File: src/rtl/cos_result_buffer.sv
// Result FIFO behind the cosine unit: captures on done rising edges, tags results with a sequence number, and drains them through a valid/ready port.
// Optional build macro COS_RESULT_CLAMP_EN clamps stored results above 1.0 to exactly 1.0.
module cos_result_buffer #(
   parameter int DEPTH = 4,
   parameter int SEQ_W = 4
) (
   input  logic                       clk,
   input  logic                       rst,
   input  logic                       clear,
   input  logic                       done,
   input  logic [1:0]                 intpart,
   input  logic [7:0]                 fracpart,
   output logic                       out_valid,
   input  logic                       out_ready,
   output logic [9:0]                 out_data,
   output logic [SEQ_W-1:0]           out_seq,
   output logic [$clog2(DEPTH):0]     count,
   output logic                       overflow,
   output logic                       clamp_seen
);

   localparam int AW = $clog2(DEPTH);
   localparam int CW = AW + 1;

   logic [9:0]       memData [DEPTH];
   logic [SEQ_W-1:0] memSeq  [DEPTH];

   logic [AW-1:0]    wrPtr_q, wrPtr_d;
   logic [AW-1:0]    rdPtr_q, rdPtr_d;
   logic [CW-1:0]    count_q, count_d;
   logic [SEQ_W-1:0] seq_q, seq_d;
   logic             done_q;
   logic             overflow_q, overflow_d;
   logic             clampSeen_q, clampSeen_d;

   logic             cap, pop, full, push, needClamp;
   logic [9:0]       wrData;

   assign cap  = done && !done_q;
   assign pop  = out_valid && out_ready;
   assign full = (count_q == CW'(DEPTH));
   // A full FIFO can still accept a result when the head leaves on the same edge.
   assign push = cap && (!full || pop);

`ifdef COS_RESULT_CLAMP_EN
   assign needClamp = (intpart >= 2'd2) || ((intpart == 2'd1) && (fracpart != 8'd0));
   assign wrData    = needClamp ? 10'b01_0000_0000 : {intpart, fracpart};
`else
   assign needClamp = 1'b0;
   assign wrData    = {intpart, fracpart};
`endif

   always_comb begin
      wrPtr_d     = wrPtr_q;
      rdPtr_d     = rdPtr_q;
      count_d     = count_q;
      seq_d       = seq_q;
      overflow_d  = overflow_q;
      clampSeen_d = clampSeen_q;
      if (clear) begin
         wrPtr_d     = '0;
         rdPtr_d     = '0;
         count_d     = '0;
         seq_d       = '0;
         overflow_d  = 1'b0;
         clampSeen_d = 1'b0;
      end else begin
         if (push) begin
            wrPtr_d = wrPtr_q + 1'b1;
            if (needClamp) clampSeen_d = 1'b1;
         end
         if (pop) rdPtr_d = rdPtr_q + 1'b1;
         if (push && !pop) count_d = count_q + 1'b1;
         else if (pop && !push) count_d = count_q - 1'b1;
         // The tag advances even for dropped results so the consumer sees the gap.
         if (cap) seq_d = seq_q + 1'b1;
         if (cap && !push) overflow_d = 1'b1;
      end
   end

   always_ff @(posedge clk or negedge rst) begin
      if (!rst) begin
         wrPtr_q     <= '0;
         rdPtr_q     <= '0;
         count_q     <= '0;
         seq_q       <= '0;
         done_q      <= 1'b1;
         overflow_q  <= 1'b0;
         clampSeen_q <= 1'b0;
      end else begin
         wrPtr_q     <= wrPtr_d;
         rdPtr_q     <= rdPtr_d;
         count_q     <= count_d;
         seq_q       <= seq_d;
         done_q      <= done;
         overflow_q  <= overflow_d;
         clampSeen_q <= clampSeen_d;
      end
   end

   always_ff @(posedge clk) begin
      if (push && !clear) begin
         memData[wrPtr_q] <= wrData;
         memSeq[wrPtr_q]  <= seq_q;
      end
   end

   assign out_valid  = (count_q != '0);
   assign out_data   = memData[rdPtr_q];
   assign out_seq    = memSeq[rdPtr_q];
   assign count      = count_q;
   assign overflow   = overflow_q;
   assign clamp_seen = clampSeen_q;

endmodule

File: config.mk
export PLATFORM = sky130hd
export DESIGN_NAME = cos_result_buffer
export DESIGN_NICKNAME = d
export VERILOG_FILES = /design/src/rtl/cos_result_buffer.sv
export SDC_FILE = /design/constraint.sdc
export NUM_CORES = 1
export LEC_CHECK = 0
export CAP_MARGIN = 20
export CORE_AREA = 2 2 83 65
export DETAILED_ROUTE_END_ITERATION = 8
export DIE_AREA = 0 0 85 67
export HOLD_SLACK_MARGIN = 0.15
export PLACE_DENSITY = 0.88
export SLEW_MARGIN = 30
export SYNTH_ARGS = -nofsm -noshare
export SYNTH_HDL_FRONTEND = slang
export SYNTH_SLANG_ARGS = --single-unit
File: constraint.sdc
create_clock -name clk -period 5.8 [get_ports clk]
set_input_delay 1.16 -clock clk [delete_from_list [all_inputs] [get_ports clk]]
set_output_delay 1.16 -clock clk [all_outputs]
set_load 0.02 [all_outputs]
# Word level (Yosys, flattened, before mapping)
# Memory sizes are Yosys's and may differ from the RTL's.
# Cells that the tools add are included.
word_totals:
  reg_bits: 13
  latch_bits: 0
  ramBits: 56
  romBits: 0
  inputBits: 15
  output_inout_bits: 20
  word_cells: 46
  mem_count: 2
mem_list:
  columns: ["memory", "depth", "width", "read_ports", "rd_clocked_by_memory_dff", "wr", "line", "text"]
  rows:
  - ["memData", 4, 10, 1, 0, 1, "25", "logic [9:0] memData [DEPTH];"]
  - ["memSeq", 4, 4, 1, 0, 1, "26", "logic [SEQ_W-1:0] memSeq [DEPTH];"]
classes:
  n_addsub: 5
  n_mul: 0
  div_mod_pow: 0
  n_lt_le_gt_ge: 0
  n_eq_ne: 1
  n_shift: 0
  mux: 13
  n_bitwise: 0
  n_reduce_logical: 19
op_table:
  columns: ["op", "count"]
  rows:
  - ["2-to-1 mux 3 bit", 3]
  - ["2-to-1 mux 2 bit", 4]
  - ["2-to-1 mux 4 bit", 2]
  - ["nonzero test 2 bit", 4]
  - ["logical AND 1 bit", 7]
  - ["nonzero test 3 bit", 2]
  - ["logical NOT 1 bit", 5]
  - ["adder 2 x 1 -> 2 bit, second input constant", 2]
  - ["adder 4 x 1 -> 4 bit, second input constant", 1]
  - ["2-to-1 mux 1 bit", 4]
  - ["adder 3 x 1 -> 3 bit, second input constant", 1]
  - ["equality test 3 bit, second input constant", 1]
  - ["subtractor 3 x 1 -> 3 bit, second input constant", 1]
  - ["logical OR 1 bit", 1]

# Logic depth before layout (Yosys ltp)
# Gate-level depths: netlist (run 1).
logic_depth:
  ltp_word: 9
  ltp_mapped: 8

# Worst setup path after synthesis (run 1)
# OpenSTA, ideal clock, no wires.
synth_timing:
  kind: "input to register"
  start: "input done"
  end: "register count_q[2], in the netlist count[2]"
  setup_time_ns: 0.136
  arrival_time_ns: 2.492
  required_ns: 5.664
  path_slack_ns: 3.171
  path_stages: 8
  cell_sequence: "nor2b_4 > buf_6 > nand2_1 > a21oi_1 > fa_1 > or3_1 > a31oi_1 > a21oi_1"
synth_via:
  elab_chain_len: 5
synth_rtl:
  columns: ["element", "line", "text"]
  rows:
  - ["start, declared", "10", "input logic done,"]
  - ["logical AND 1 bit *", "39", "assign cap = done && !done_q;"]
  - ["logical AND 1 bit *", "43", "assign push = cap && (!full || pop);"]
  - ["logical AND 1 bit / logical NOT 1 bit (equally long branches)", "73, 74", null]
  - ["2-to-1 mux 3 bit / logical AND 1 bit (equally long branches)", "73, 74", null]
  - ["2-to-1 mux 3 bit / nonzero test 3 bit (equally long branches)", null, null]
  - ["end signal, assigned", "93", "count_q <= count_d;"]
  - ["end, declared", "30", "logic [CW-1:0] count_q, count_d;"]
# Mark *: on every way between the ends. The rest lies on a longest branch, timed or not.
# A chain may end at the register's enable or synchronous reset.

# Worst setup path in the final report (run 1)
layout_timing:
  start: "register rdPtr_q[0]"
  end: "output out_seq[0]"
layout_via:
  elab_chain_len: 1
layout_rtl:
  columns: ["element", "line", "text"]
  rows:
  - ["start, declared", "29", "logic [AW-1:0] rdPtr_q, rdPtr_d;"]
  - ["start signal, assigned", "92", "rdPtr_q <= rdPtr_d;"]
  - ["memory (4 x 4 bit)", null, null]
  - ["end, declared", "16", "output logic [SEQ_W-1:0] out_seq,"]
# No other way between the ends.

==> metrics.cfg, run 1 <==
[logic_synthesis]
syn_inst=154
ys.flop_type=edfxtp_1
synth_seq_cells=69
ys_warn_count=0
ys_async_sr_fraction_pct=18.8
synth_edf_count=56
syn_area_per_cell_um2=18.1
ys_seq_area_share_pct=72.2
synth_cell_types=33
syn-cell-area_um2=2780
synth_nets=175

[clock_network]
cts_tree=built
numClockSinks=69
htreeDepth=3
ctsHoldBuffers=0
clk_path_buf_depth=2
clk_latency_ns=0.34
cts_setup_buffers=0
clockRootBuffer=clkbuf_8
cts_buffers=9
cts_resized=0
path_clk_slew_ns=0.07

[timing]
fmax_mhz=298
fin_skew_ns=0.00531
setup_tns_ns=0
period_share_pct=57.9
finalHoldViolCount=0
relSlewSlack_pct=49.8
rsz0062_at_grt=no
worst_pin_slew_ns=0.754
fin_hold_ws_ns=0.521
drv_slew=0
setup_viol=0
period_needed_ns=3.36

[grt]
antenna_found_initial=0
gr-total-overflow=0
grt_pass1_vias=1547
grt_max_degree=17
grtUsageTotal_pct=19.4
grt_pass1_wl_um=7780

[layout]
final_cell_mix=56 x edfxtp_1, 33 x clkdlybuf4s50_1, 14 x mux4_2
drive_gt1_share_pct=15.7
stdcell_area_um2=3360
final_common_cell=edfxtp_1
diodes=0
area_delta_synth_final_pct=20.8
nets=213
layout.cells.non_filler=257

[setup_path]
crit_fanout=16
crit_arrival_ns=2.20
r2r_slack_ns=3.74
critPathKind=flip-flop to output port
startpoint_type=flip-flop
crit_path_end_kind=output port
cp.required_ns=4.64

[placed_design]
gp_congestion=0.758
port_buffers=33
dp.cells=241
placed_area_um2=3150
hpwl_um=3220

[floorplanning]
die-area_um2=5700
die_x_um=85
start_util_pct=57.7
die_y_um=67
core_um2=4820
ios=35
fp-row-count=22

[routing]
wire_per_inst_um=19.0
ant_nets=0
dr.pass1.iters=4
drt_iter0_drc=66
viasPerCell=5.74
routed_wl_um=4870
vias=1474
route.detailed.drc=0

[pwr]
p_sw_w=0.000334
leakage_nw=1.16
clockPowerShare_pct=32.4
power_frac_comb_pct=20.4
irDropWorstVdd_mv=0.214
powerDensity_nw_per_um2=378
switching_share_pct=26.2
p_int_w=0.000937
power_frac_seq_pct=47.2

[hold_path]
hold_path.class=flip-flop to flip-flop

[run]
cap_violations=0

[run_status]
status=complete, no violations

[cells in the mapped netlist, drive strengths merged (2+ instances only)]
cell	instances	area (um^2)
nand2	7	26.3
xnor2	3	26.3
nor2	9	33.8
mux4	14	315
o21ai	3	15.0
dfrtp	12	300
and2	4	25.0
ha	5	62.6
a21oi	5	25.0
edfxtp	56	1680
inv	5	18.8
nand3	4	20.0
buf	5	36.3
a21o	2	15.0
or3	2	12.5
xor2	4	35.0
[routing by layer]
| metal | share of wire [%] | wire length, um | global-route usage [%] | up-vias |
|---|---|---|---|---|
| met5 | 0 | 0 | 0 | - |
| met4 | 0.78 | 38 | 5.95 | 0 |
| met3 | 6.5 | 316 | 8.30 | 7 |
| met2 | 53 | 2610 | 34.0 | 53 |
| met1 | 39 | 1910 | 21.7 | 749 |
| li1 | - | - | - | 665 |
[layout make-up]
cell class                 count  area [um^2]
timing repair buffer          33          330
clock inverter                 7         88.8
clock buffer                   9          124
multi-input combinational     74          714
tap                           60         75.1
inverter                       5         18.8
sequential                    69         2010
fill                         294         1460
[power groups by stage]
| stage | registers, W | logic (W) | clock network (W) |
|---|---|---|---|
| after floorplan | 0.000587 | 0.000177 | 0 |
| after global placement | 0.000607 | 0.000251 | 0 |
| after detailed placement | 0.000611 | 0.000261 | 0 |
| after CTS | 0.000600 | 0.000262 | 0.000420 |
| after global routing | 0.000607 | 0.000276 | 0.000440 |
| final | 0.000600 | 0.000259 | 0.000412 |
[metrics by stage]
stage | setup slack [ns] | total power (W) | utilization, %
2_1_floorplan | 3.17 | 0.000763 | -
3_3_place_gp | 2.48 | 0.000857 | 65.3
3_5_place_dp | 2.45 | 0.000872 | 65.3
4_1_cts | 2.07 | 0.00128 | 69.7
5_1_grt | 2.31 | 0.00132 | 69.8
6_report | 2.44 | 0.00127 | 69.8
[final timing paths]
path / from / endpoint / cells past startpoint
max: rdPtr_q[0] / out_seq[0] / 2
min: overflow / overflow / 2
max reg2reg: count[0] / memData[2][3] / 3
min reg2reg: overflow / overflow / 2
max in group asynchronous: rst / rdPtr_q[0] / 1
min in group asynchronous: rst / count[2] / 1
[state kept, by name, summed over array words and instances (netlist names)]
signal and count:
overflow 1, seq_q 4, memSeq 16, count 3, done_q 1, wrPtr_q 2, memData 40, rdPtr_q 2
[logic make-up after synthesis]
kind of cell	Yosys count	synth area share, %
simple gates	33	6.21
buf+inv	11	2.11
compound gates	12	2.47
other cells	1	0.135
flops	69	72.2
fa+ha+maj	6	2.97
xor+xnor	7	2.20
mux	15	11.7
[worst max-delay path, stage by stage, from the launching register on]
cell and delay (ns):
dfrtp_2 0.71, mux4_2 0.59, clkdlybuf4s50_1 0.56
No activity file was read; power rests on OpenSTA's default activity.
==> inputs of run 2 (changes only) <==
--- a/config.mk
+++ b/config.mk
@@ -6,11 +6,11 @@
 export NUM_CORES = 1
 export LEC_CHECK = 0
 export CAP_MARGIN = 20
-export CORE_AREA = 2 2 83 65
+export CORE_AREA = 2 2 90 71
 export DETAILED_ROUTE_END_ITERATION = 8
-export DIE_AREA = 0 0 85 67
+export DIE_AREA = 0 0 92 73
 export HOLD_SLACK_MARGIN = 0.15
-export PLACE_DENSITY = 0.88
+export PLACE_DENSITY = 0.79
 export SLEW_MARGIN = 30
 export SYNTH_ARGS = -nofsm -noshare
 export SYNTH_HDL_FRONTEND = slang
==> constraint.sdc (replaced) <==
create_clock -name clk -period 3 [get_ports clk]
set_input_delay 0.6 -clock clk [delete_from_list [all_inputs] [get_ports clk]]
set_output_delay 0.6 -clock clk [all_outputs]
set_load 0.02 [all_outputs]
==> run 2 against run 1 <==
Net effect: clock power rose by 71%; global-route usage shrank 4.4 points; hold slack better by 0.013 ns; register-to-register slack got worse by 2.7 ns; sequential power is 85% higher; critical path type unchanged; largest cell class unchanged.
==> metrics.cfg, run 2 (synthesized netlist as in run 1, its figures left out) <==
[hold_path]
hold_path.class=flip-flop to flip-flop
hold_depth=2  ; unchanged
min_from=overflow
min_to=overflow

[layout]
area_delta_synth_final_pct=22.2
nets=218  ; +2.3%
largest_reg_flops=40  ; unchanged
layout.cells.non_filler=282  ; +9.7%
largestRegisters=memData (40), memSeq (16), seq_q (4)
final_common_cell=edfxtp_1
diodes=0  ; unchanged
drive_gt1_share_pct=17.9  ; +2.2 points
final_cell_mix=56 x edfxtp_1, 33 x clkdlybuf4s50_1, 14 x mux4_2
largest_register=memData
fill_cells=487  ; +66%

[clock_network]
ctsHoldBuffers=0  ; unchanged
htreeDepth=3  ; unchanged
numClockSinks=69  ; unchanged
clk_latency_ns=0.34  ; about the same
cts_resized=0  ; unchanged
cts_tree=built
cts_buffers=9  ; unchanged
clk_path_buf_depth=2  ; unchanged
cts_setup_buffers=0  ; unchanged
clockRootBuffer=clkbuf_8
path_clk_slew_ns=0.07  ; about the same

[routing]
ant_nets=0  ; unchanged
drt_iter0_drc=101  ; +53%
wl_met1_um=1970  ; +2.9%
wl_met3_um=218  ; -31%
wire_per_inst_um=15.3  ; -20%
top_layer=met4
routed_wl_um=4300  ; -12%
dr.pass1.iters=4  ; unchanged
viasPerCell=4.98  ; -13%
vias=1403  ; -4.8%
route.met2.wl_um=2050  ; -21%
route.detailed.drc=0  ; unchanged

[placed_design]
dp.cells=267  ; +11%
post-place-ws_ns=0.314  ; -2.13 ns
hpwl_um=2880  ; -11%
gp_congestion=0.807  ; +6.4%
port_buffers=33  ; unchanged

[setup_path]
reg2reg_to=count[2]
crit_fanout=14  ; -2
r2r_slack_ns=1.02  ; -2.72 ns
cp.required_ns=2.40  ; -2.24 ns
startpoint_type=flip-flop
reg2reg_from=count[1]
crit_path_end_kind=output port
worst-r2r-cell-count=7  ; +4
crit_arrival_ns=2.15  ; -0.05 ns
critPathKind=flip-flop to output port

[timing]
drv_slew=0  ; unchanged
period_needed_ns=2.75
fin_skew_ns=0.00712  ; +0.00181 ns
setup_slack_ns=0.247  ; -2.20 ns
rsz0062_at_grt=no
setup_viol=0  ; unchanged
worst_pin_slew_ns=0.717  ; -0.0366 ns
setup_tns_ns=0  ; unchanged
relSlewSlack_pct=52.2  ; +2.4 points
fmax_mhz=363
fin_hold_ws_ns=0.534  ; +0.0129 ns
period_share_pct=91.8
finalHoldViolCount=0  ; unchanged

[grt]
gr-total-overflow=0  ; unchanged
grt_pass1_vias=1483  ; -4.1%
antenna_found_initial=0  ; unchanged
grtUsageTotal_pct=15.0  ; -4.4 points
grt_max_degree=16  ; -1
grt_pass1_wl_um=7320  ; -5.9%

[run_status]
status=complete, no violations

[pwr]
powerDensity_nw_per_um2=698  ; +85%
leakage_nw=1.18  ; +1.5%
irDropWorstVdd_mv=0.380  ; +78%

[floorplanning]
die-area_um2=6720  ; +18%
die_x_um=92  ; +8.2%
core_um2=5940  ; +23%
fp-row-count=25  ; +14%
die_y_um=73  ; +9.0%
start_util_pct=46.8  ; -11 points
ios=35  ; unchanged

[run]
cap_violations=0  ; unchanged

## run 2: cell type report
class / instances / area (um^2) / area share, %
multi-input combinational: 74 / 714 / 21.0
clock buffer: 9 / 124 / 3.64
timing repair buffer: 38 / 368 / 10.8
tap: 81 / 101 / 2.98
inverter: 5 / 18.8 / 0.552
clock inverter: 6 / 65.1 / 1.91
sequential: 69 / 2010 / 59.1
## run 2: through the flow
stage | instance area, um^2 | power [W] | util (%)
floorplan | 2780 | 0.00148 | -
global route | 3400 | 0.00249 | 57.2
CTS | 3400 | 0.00240 | 57.2
detailed placement | 3210 | 0.00169 | 54.0
finish | 3400 | 0.00237 | 57.2
global placement | 3210 | 0.00169 | 54.0
## run 2: worst max path at each step
stage,endpoint,from,slack (ns)
after floorplan,count[2],done,0.93
after global placement,count[2],done,0.39
after detailed placement,count[2],out_ready,0.31
after CTS,out_seq[1],rdPtr_q[0],0.19
after global routing,out_seq[2],rdPtr_q[0],0.13
final,out_seq[1],rdPtr_q[0],0.25
## run 2: per-layer routing
metal,vias to the layer above,GRT usage [%]
met4,0,5.47
met2,42,23.7
met5,-,0
met3,10,5.99
met1,679,19.2
li1,672,-
## run 2: power by group
group / internal [W] / switching (W) / total [W] / leakage, nW
sequential: 0.00107 / 0.0000391 / 0.00111 / 0.689
clock: 0.000378 / 0.000328 / 0.000706 / 0.0950
combinational: 0.000289 / 0.000268 / 0.000557 / 0.392
total: 0.00174 / 0.000635 / 0.00237 / 1.18
## run 2: worst max-delay path, cell delays in order (launching register included)
cell,delay [ns]
dfrtp_1,0.39
buf_4,0.30
mux4_2,0.56
clkdlybuf4s50_1,0.56
==> inputs of run 3 (changes only) <==
==> constraint.sdc (replaced) <==
create_clock -name clk -period 3 [get_ports clk]
set_input_delay 0.6 -clock clk [delete_from_list [all_inputs] [get_ports clk]]
set_output_delay 0.6 -clock clk [all_outputs]
set_load 0.1 [all_outputs]
==> run 3 against run 2 <==
Net effect: final area rose by 4.5%; register-to-register slack worse by 0.03 ns; fmax is 15% higher; combinational power is 100% higher; first-iteration DRC count is 29% lower; sequential share of layout area fell by 2.6 points; highest routed layer unchanged; largest cell class unchanged.
==> metrics.cfg, run 3 (synthesized netlist as in run 1, its figures left out) <==
[run_status]
status=complete, no violations

[floorplanning]
core_um2=5940  ; unchanged
fp-row-count=25  ; unchanged
die_y_um=73  ; unchanged
die-area_um2=6720  ; unchanged
ios=35  ; unchanged
die_x_um=92  ; unchanged
start_util_pct=46.8  ; unchanged

[timing]
setup_viol=0  ; unchanged
fin_skew_ns=0.00624  ; -0.000881 ns
fmax_mhz=419  ; +15%
period_needed_ns=2.39  ; -0.365 ns
worst_pin_slew_ns=0.746  ; +0.0286 ns
relSlewSlack_pct=50.3  ; -1.9 points
finalHoldViolCount=0  ; unchanged
drv_slew=0  ; unchanged
rsz0062_at_grt=no
setup_tns_ns=0  ; unchanged
period_share_pct=79.6  ; -12 points

[clock_network]
numClockSinks=69  ; unchanged
cts_buffers=9  ; unchanged
path_clk_slew_ns=0.07  ; about the same
cts_setup_buffers=0  ; unchanged
clk_latency_ns=0.34  ; about the same
clockRootBuffer=clkbuf_8
htreeDepth=3  ; unchanged
ctsHoldBuffers=0  ; unchanged
clk_path_buf_depth=2  ; unchanged
cts_resized=0  ; unchanged
cts_tree=built

[layout]
fill_cells=446  ; -8.4%
area_delta_synth_final_pct=27.8
stdcell_area_um2=3550  ; +4.5%
largest_reg_flops=40  ; unchanged
diodes=0  ; unchanged
nets=217  ; -0.46%
drive_gt1_share_pct=27.4  ; +9.5 points
final_cell_mix=56 x edfxtp_1, 14 x mux4_2, 14 x clkdlybuf4s50_1, 14 x buf_12, 12 x dfrtp_1
largest_register=memData
largestRegisters=memData (40), memSeq (16), seq_q (4)
final_common_cell=edfxtp_1

[routing]
route.detailed.drc=0  ; unchanged
routed_wl_um=4650  ; +8.0%
ant_nets=0  ; unchanged
viasPerCell=5.07  ; +1.9%
vias=1430  ; +1.9%
wire_per_inst_um=16.5  ; +8.0%
drt_iter0_drc=72  ; -29%
dr.pass1.iters=4  ; unchanged

[setup_path]
crit_fanout=15  ; +1
cp_slowest_stage_delay_ns=0.78  ; +0.22 ns
crit_path_end_kind=output port
startpoint_type=flip-flop
critPathKind=flip-flop to output port
slowest_stage=dfrtp_1
path_cells=mux4_2 -> buf_12
path_delay_family=flip-flops
crit_arrival_ns=1.79  ; -0.36 ns
crit_buf_inv=1  ; -1
cp.required_ns=2.40  ; about the same

[run]
cap_violations=0  ; unchanged

[grt]
gr-total-overflow=0  ; unchanged
grtUsageTotal_pct=15.3  ; +0.33 points
grt_pass1_vias=1501  ; +1.2%
antenna_found_initial=0  ; unchanged
grt_pass1_wl_um=7420  ; +1.4%
grt_max_degree=17  ; +1

[placed_design]
port_buffers=33  ; unchanged
hpwl_um=3030  ; +5.5%
placed_area_um2=3330  ; +3.7%
gp_congestion=0.816  ; +1.2%

[pwr]
leakage_nw=1.27  ; +8.1%
p_total_w=0.00306  ; +29%
irDropWorstVdd_mv=0.537  ; +41%
powerDensity_nw_per_um2=862  ; +23%

[hold_path]
hold_path.class=flip-flop to flip-flop

-- run 3: metal layers --
metal  routed length [um]  global-route usage, %  vias up
met5                    0                      0        -
met4                   36                   4.31        0
met3                  258                   6.30        5
met2                 2370                   26.9       40
met1                 1980                   17.7      715
li1                     -                      -      670
-- run 3: worst reg2reg max path: stages, from the launching register on --
cell     delay, ns
dfrtp_1       0.50
o21ai_1       0.15
nand2_1       0.08
a21oi_1       0.05
fa_1          0.44
or3_1         0.39
a31oi_1       0.20
a21oi_1       0.09
-- run 3: path summary, 6_finish.rpt --
check,startpoint,end,slack (ns),depth (start not counted)
max,rdPtr_q[1],out_seq[2],0.61,2
min,overflow,overflow,0.53,2
max reg2reg,count[1],count[2],0.99,7
min reg2reg,overflow,overflow,0.53,2
max in group asynchronous,rst,seq_q[3],1.96,1
min in group asynchronous,rst,count[2],0.64,1
-- run 3: power breakdown --
part / switching (W) / internal [W] / leakage [nW]
sequential: 0.0000447 / 0.00107 / 0.689
combinational: 0.000744 / 0.000388 / 0.473
clock: 0.000344 / 0.000471 / 0.110
total: 0.00113 / 0.00193 / 1.27
-- run 3: stage by stage --
stage / hold WS (ns) / util, % / setup WS, ns / cells
2_1_floorplan: 0.304 / - / 0.468 / 154
3_3_place_gp: 0.487 / 56.0 / 0.381 / 266
3_5_place_dp: 0.528 / 56.0 / 0.267 / 266
4_1_cts: 0.548 / 59.8 / 0.556 / 282
5_1_grt: 0.580 / 59.8 / 0.510 / 282
6_report: 0.532 / 59.8 / 0.612 / 282
-- run 3: layout make-up --
class                   count  area (um^2)  share of cell area [%]
clock buffers               9          124                    3.49
clock inverters             7         98.8                    2.78
inverters                   5         18.8                   0.528
multi-input cells          74          714                    20.1
flip-flops and latches     69         2010                    56.5
well taps                  81          101                    2.85
repair buffers             37          488                    13.7
